## src/rtl/mult_sequencer.sv

```systemverilog
// Signed shift-and-add multiplication sequencer: the FSM, the iteration counter and the product accumulator.
// Latency is fixed and does not depend on the data. Outputs are Moore decodes of the state plus the held product register.
module mult_sequencer #(
  parameter int WIDTH = 8
) (
  input  logic                 clk,
  input  logic                 rst,
  input  logic                 start,
  input  logic                 abort,
  input  logic [WIDTH-1:0]     multiplicand,
  input  logic [WIDTH-1:0]     multiplier,
  output logic                 busy,
  output logic                 done,
  output logic                 product_valid,
  output logic [2*WIDTH-1:0]   product,
  output logic                 add_en,
  output logic                 shift_en
);

  localparam int CNT_W = (WIDTH > 1) ? $clog2(WIDTH) : 1;
  localparam logic [CNT_W-1:0] CNT_LAST = CNT_W'(WIDTH - 1);

  typedef enum logic [2:0] {
    S_IDLE = 3'd0,
    S_LOAD = 3'd1,
    S_RUN  = 3'd2,
    S_FIX  = 3'd3,
    S_DONE = 3'd4
  } state_t;

  state_t               state_r;
  state_t               next_s;
  logic [WIDTH-1:0]     a_mag_r;
  logic [WIDTH-1:0]     b_mag_r;
  logic                 neg_r;
  logic [2*WIDTH-1:0]   acc_r;
  logic [CNT_W-1:0]     cnt_r;
  logic [2*WIDTH-1:0]   product_r;
  logic                 done_first_r;
  logic                 load_s;

  // Magnitude of a two's-complement operand; the most negative value maps onto 2^(WIDTH-1), which still fits.
  function automatic logic [WIDTH-1:0] abs_mag(input logic [WIDTH-1:0] v);
    if (v[WIDTH-1]) begin
      abs_mag = ~v + WIDTH'(1);
    end else begin
      abs_mag = v;
    end
  endfunction

  function automatic logic [2*WIDTH-1:0] apply_sign(input logic [2*WIDTH-1:0] mag, input logic neg);
    if (neg) begin
      apply_sign = ~mag + (2*WIDTH)'(1);
    end else begin
      apply_sign = mag;
    end
  endfunction

  // New operands are accepted only from IDLE or DONE, and never while abort is asserted.
  assign load_s = start && !abort && ((state_r == S_IDLE) || (state_r == S_DONE));

  // State register.
  always_ff @(posedge clk or posedge rst) begin
    if (rst) begin
      state_r <= S_IDLE;
    end else begin
      state_r <= next_s;
    end
  end

  // Next-state logic; abort overrides every other transition, start included.
  always_comb begin
    next_s = state_r;
    if (abort) begin
      next_s = S_IDLE;
    end else begin
      case (state_r)
        S_IDLE:  next_s = start ? S_LOAD : S_IDLE;
        S_LOAD:  next_s = S_RUN;
        S_RUN:   next_s = (cnt_r == CNT_LAST) ? S_FIX : S_RUN;
        S_FIX:   next_s = S_DONE;
        S_DONE:  next_s = start ? S_LOAD : S_DONE;
        default: next_s = S_IDLE;
      endcase
    end
  end

  // Datapath: capture operands, accumulate the partial products, then sign the result once.
  always_ff @(posedge clk or posedge rst) begin
    if (rst) begin
      a_mag_r      <= {WIDTH{1'b0}};
      b_mag_r      <= {WIDTH{1'b0}};
      neg_r        <= 1'b0;
      acc_r        <= {(2*WIDTH){1'b0}};
      cnt_r        <= {CNT_W{1'b0}};
      product_r    <= {(2*WIDTH){1'b0}};
      done_first_r <= 1'b0;
    end else begin
      done_first_r <= (state_r == S_FIX);
      case (state_r)
        S_IDLE, S_DONE: begin
          if (load_s) begin
            a_mag_r <= abs_mag(multiplicand);
            b_mag_r <= abs_mag(multiplier);
            neg_r   <= multiplicand[WIDTH-1] ^ multiplier[WIDTH-1];
          end
        end
        S_LOAD: begin
          acc_r <= {(2*WIDTH){1'b0}};
          cnt_r <= {CNT_W{1'b0}};
        end
        S_RUN: begin
          if (b_mag_r[0]) begin
            acc_r <= acc_r + ({{WIDTH{1'b0}}, a_mag_r} << cnt_r);
          end
          b_mag_r <= b_mag_r >> 1;
          cnt_r   <= cnt_r + CNT_W'(1);
        end
        S_FIX: begin
          // An abort in FIX must leave the previously reported product intact.
          if (!abort) begin
            product_r <= apply_sign(acc_r, neg_r);
          end
        end
        default: begin
          acc_r <= acc_r;
        end
      endcase
    end
  end

  // Output decode from the registered state only.
  always_comb begin
    busy          = 1'b0;
    done          = 1'b0;
    product_valid = 1'b0;
    add_en        = 1'b0;
    shift_en      = 1'b0;
    case (state_r)
      S_IDLE: begin
        busy = 1'b0;
      end
      S_LOAD, S_FIX: begin
        busy = 1'b1;
      end
      S_RUN: begin
        busy     = 1'b1;
        shift_en = 1'b1;
        add_en   = b_mag_r[0];
      end
      S_DONE: begin
        product_valid = 1'b1;
        done          = done_first_r;
      end
      default: begin
        busy = 1'b0;
      end
    endcase
  end

  assign product = product_r;

endmodule
```

## config.mk

```make
export PLATFORM = sky130hd
export DESIGN_NAME = mult_sequencer
export DESIGN_NICKNAME = d
export VERILOG_FILES = /design/src/rtl/mult_sequencer.sv
export SDC_FILE = /design/constraint.sdc
export NUM_CORES = 1
export LEC_CHECK = 0
export BUFFER_PORTS_ARGS = -buffer_cell sky130_fd_sc_hd__buf_2
export CORE_UTILIZATION = 59
export CTS_BUF_LIST = sky130_fd_sc_hd__clkbuf_16
export CTS_CLUSTER_SIZE = 30
export DETAILED_ROUTE_END_ITERATION = 6
export PLACE_DENSITY = 0.86
export SKIP_CTS_REPAIR_TIMING = 1
export SYNTH_ARGS = -nofsm -noshare
export SYNTH_HDL_FRONTEND = slang
export SYNTH_SLANG_ARGS = --single-unit
```

## constraint.sdc

```tcl
create_clock -name clk -period 3.7 [get_ports clk]
set_input_delay 0.37 -clock clk [delete_from_list [all_inputs] [get_ports clk]]
set_output_delay 0.37 -clock clk [all_outputs]
set_load 0.1 [all_outputs]
```

* After elaboration in Yosys (flattened, before gate mapping) *
Cells that the tools add are included.
W data, S select, Z words.

cells by class
  add/subtract/negate cells = 5
  eq/ne operators = 7
  shift operators = 1
  multiplexer cells = 18
  bitwise operators = 5
  reductions and logical operators = 13

operators with widths
  cell                     count
  $mux W16                 2
  $pmux W16 S2             1
  $mux W8                  3
  $add A16 B1 Y16 const B  1
  $add A16 B16 Y16         1
  $add A8 B1 Y8 const B    2
  $not A16 Y16             1
  $not A8 Y8               2
  $pmux W8 S2              1
  $shl A8 B3 Y16           1
  $pmux W3 S5              1
  $reduce_and A2 Y1        4
  $mux W1                  7
  $eq A3 B2 Y1 const B     2
  $eq A3 B3 Y1 const B     2
  $mux W3                  2
  $pmux W3 S2              1
  $ne A2 B2 Y1 const B     2
  $reduce_bool A2 Y1       2
  $add A3 B1 Y3 const B    1
  $eq A3 B1 Y1 const B     1
  $logic_not A3 Y1         1
  $reduce_or A3 Y1         1
  $logic_and A1 B1 Y1      2
  other kinds (5)          5

word-level totals
  register bits after elaboration = 56
  bits of input ports = 20
  word-level logic and storage cells = 57

* Longest topological paths before layout *
  depth in word-level cells = 5
  depth in mapped cells = 13
  mapped depth without buffers = 12

* Worst setup path after synthesis *
OpenSTA, ideal clock, no wires.

  kind = flip-flop to flip-flop
  from = reg cnt_r[0]
  to = reg acc_r[14]
  library setup time = 95 ps
  arrival time = 2684 ps
  required time = 3605 ps
  path slack = 921 ps
  cell stages (with the launch flop) = 11
  path buffers = 1
  clock period less this slack = 2779 ps
  cell sequence = dfrtp_1 > buf_1 > mux2i_1 > or3_1 > fa_1 > nor2b_1 > o2111ai_1 > a211oi_1 > o31ai_1 > and3_1 > o31ai_1

on the way
  cells in the longest elaborated chain, start to end = 4

ends and longest elaborated chain
  what                      line  source
  start: declaration        37    logic [CNT_W-1:0] cnt_r;
  start signal: assignment  95    cnt_r <= {CNT_W{1'b0}};
  start signal: assignment  110   cnt_r <= {CNT_W{1'b0}};
  start signal: assignment  117   cnt_r <= cnt_r + CNT_W'(1);
  $shl A8 B3 Y16            114   acc_r <= acc_r + ({{WIDTH{1'b0}}, a_mag_r} << cnt_r);
  $add A16 B16 Y16          114
  $mux W16                  113   if (b_mag_r[0]) begin
  $pmux W16 S2              100   case (state_r)
  end signal: assignment    109   acc_r <= {(2*WIDTH){1'b0}};
  end signal: assignment    114
  end signal: assignment    126   acc_r <= acc_r;
  end: declaration          36    logic [2*WIDTH-1:0] acc_r;

No other way between the ends. The select of a mux whose other input is x is not followed.
A chain may end at the register's enable or synchronous reset.

* Final worst setup path *
Ends and elaborated chain as after synthesis.

==> metrics.txt <==
Max-cap violations=0; die area=6630 um2; first-pass GRT wire length=14.1 mm; clk slew on worst S/H paths=0.07 ns; GP Congestion=0.957; Starting Density=0.621; Final Cell Area=4150 um2; Async SR Flop Fraction=1.00; P per Cell Area=842 nW/um2; Post-Route WL=8.50 mm; CP arrival=3.34 ns; RSZ-0062 raised after global routing=false; vias in the first global route=3040; Post-Synthesis Cells=434; most numerous cell in the Yosys netlist=dfrtp_1; gr usage total=0.278; Slew Viols, Final=0; antenna violations before repair=0; kind of end point of the critical path=register; Max FO, Critical Path=13; P_leak=0.00192 uW; Root Driver=clkbuf_16; Setup CP Type=register to register; post-route clock period utilization=0.848; vias per cell=5.91; clock skew=0.00694 ns; Final HPWL DP=6.41 mm; Achievable Freq=319 MHz; Yosys top cell area share=0.377; Syn Nets=475; minimum clock period=3.14 ns; Clk Latency, worst-skew pair=0.29 ns; I/O Pins=41; top post-synthesis cells by count=dfrtp_1 (56), nand2_1 (55), nor2_1 (42); flop and latch count out of synthesis=56; TritonCTS Buffers=5; die width=81.4 um; Avg WL per Cell=15.7 um; port buffer count=40; DR pass1 iterations=4; placed instance area=3980 um2; Site Rows=28; Residual DRC=0; Max IR drop VDD=0.732 mV; Fill cells=490; Core ar.=5990 um2; Hold Crit Class=input port to async pin; synth unique cells=43; Synth Cell Area=3720 um2; maximum number of pins on one net before global-route repair=34; Final Net Count=508; CTS tree=done; Die Y=81.4 um; endpoints failing setup=0; Via Count=3210; Slew Limit Headroom=0.568; Hold Fails Final Rpt=0; run status=complete, no violations; clock buffer depth=2; Worst Tran Pin Value=0.645 ns; share of cells above drive strength 1=0.137; Ys Warns=0; Area growth syn-to-layout=11.4%; CTS Sinks=56; Worst setup SP type=register; setup TNS=0 ns; sequential share of the synthesized area=0.377; Post-DRT Antenna Nets=0; diode count=0; ys flop type=dfrtp_1; Max H-tree Level=2; CP Data Required Time=3.90 ns; Synth area leader=dfrtp_1; Placement Setup Slack=0.641 ns; synth top area cells=dfrtp_1 (38%), ha_1 (6.7%), xor2_1 (5.9%); Final WS setup=0.563 ns; EDFF count, synth=0; Synth Area per Inst=8.57 um2; GRT overflow=0; First DRT Iteration DRCs=151
stage by stage:
step	utilization	cells	hold WS [ns]	power, uW
3_3_place_gp	0.665	535	0.417	2880
3_5_place_dp	0.665	535	0.429	2950
4_1_cts	0.692	543	0.118	3490
6_report	0.692	543	0.0942	3490
2_1_floorplan	-	434	0.433	2580
5_1_grt	0.692	543	0.140	3720
layout make-up:
| type | instances | area, um2 | area share |
|---|---|---|---|
| inverters | 21 | 78.8 | 0.0190 |
| clock buffers | 5 | 125 | 0.0302 |
| flip-flops and latches | 56 | 1400 | 0.338 |
| multi-input cells | 338 | 2170 | 0.524 |
| well taps | 75 | 93.8 | 0.0226 |
| repair buffers | 45 | 238 | 0.0573 |
| clock inverters | 3 | 37.5 | 0.00905 |
sequential cells by signal (all words and copies together) (netlist names):
name,count
b_mag_r,8
done_first_r,1
cnt_r,3
neg_r,1
a_mag_r,8
product,16
state_r,3
acc_r,16
power by group:
part | total, uW | switching (uW) | internal, uW
logic | 1970 | 1390 | 589
registers | 992 | 207 | 785
clock network | 525 | 210 | 315
kinds of logic after synthesis:
family / share of synthesized area
AND/OR/NAND/NOR: 0.168
AO/OA/AOI/OAI: 0.207
flip-flops: 0.377
buffers and inverters: 0.0404
XOR/XNOR: 0.0871
adder cells (fa/ha/maj): 0.0726
multiplexers: 0.0477
metal layers:
layer  global-route usage  share of wire
met1                0.371           0.44
met2                0.456           0.49
met3               0.0411          0.050
met4                0.105          0.016
met5                    0              0
cells in the final DEF, fill, tap and decap left out, types with 11 or more instances in the layout:
cell,n
dfrtp_1,56
nand2_1,55
nor2_1,41
o21ai_0,41
buf_2,40
a21oi_1,37
xor2_1,25
inv_1,20
ha_1,20
xnor2_1,12
mux2i_1,11
path summary, 6_finish.rpt:
path	start	end	slack, ns	cells past startpoint
setup / recovery	cnt_r[0]	acc_r[14]	0.56	10
hold / removal	rst	product[14]	0.09	2
setup reg to reg	cnt_r[0]	acc_r[14]	0.56	10
hold reg to reg	b_mag_r[1]	b_mag_r[0]	0.51	2
max in group asynchronous	rst	cnt_r[0]	2.80	3
min in group clk	abort	state_r[2]	0.32	2
worst max-delay path, stage by stage, from the launching register on:
cell and delay (ns):
dfrtp_1 0.61, mux2_2 0.40, o21ai_0 0.26, nor2_1 0.12
ha_1 0.38, nor2b_1 0.20, o2111ai_1 0.18, a211oi_1 0.33
o31ai_1 0.16, and3_1 0.19, o31ai_1 0.22
No activity file was read; power rests on OpenSTA's default activity.
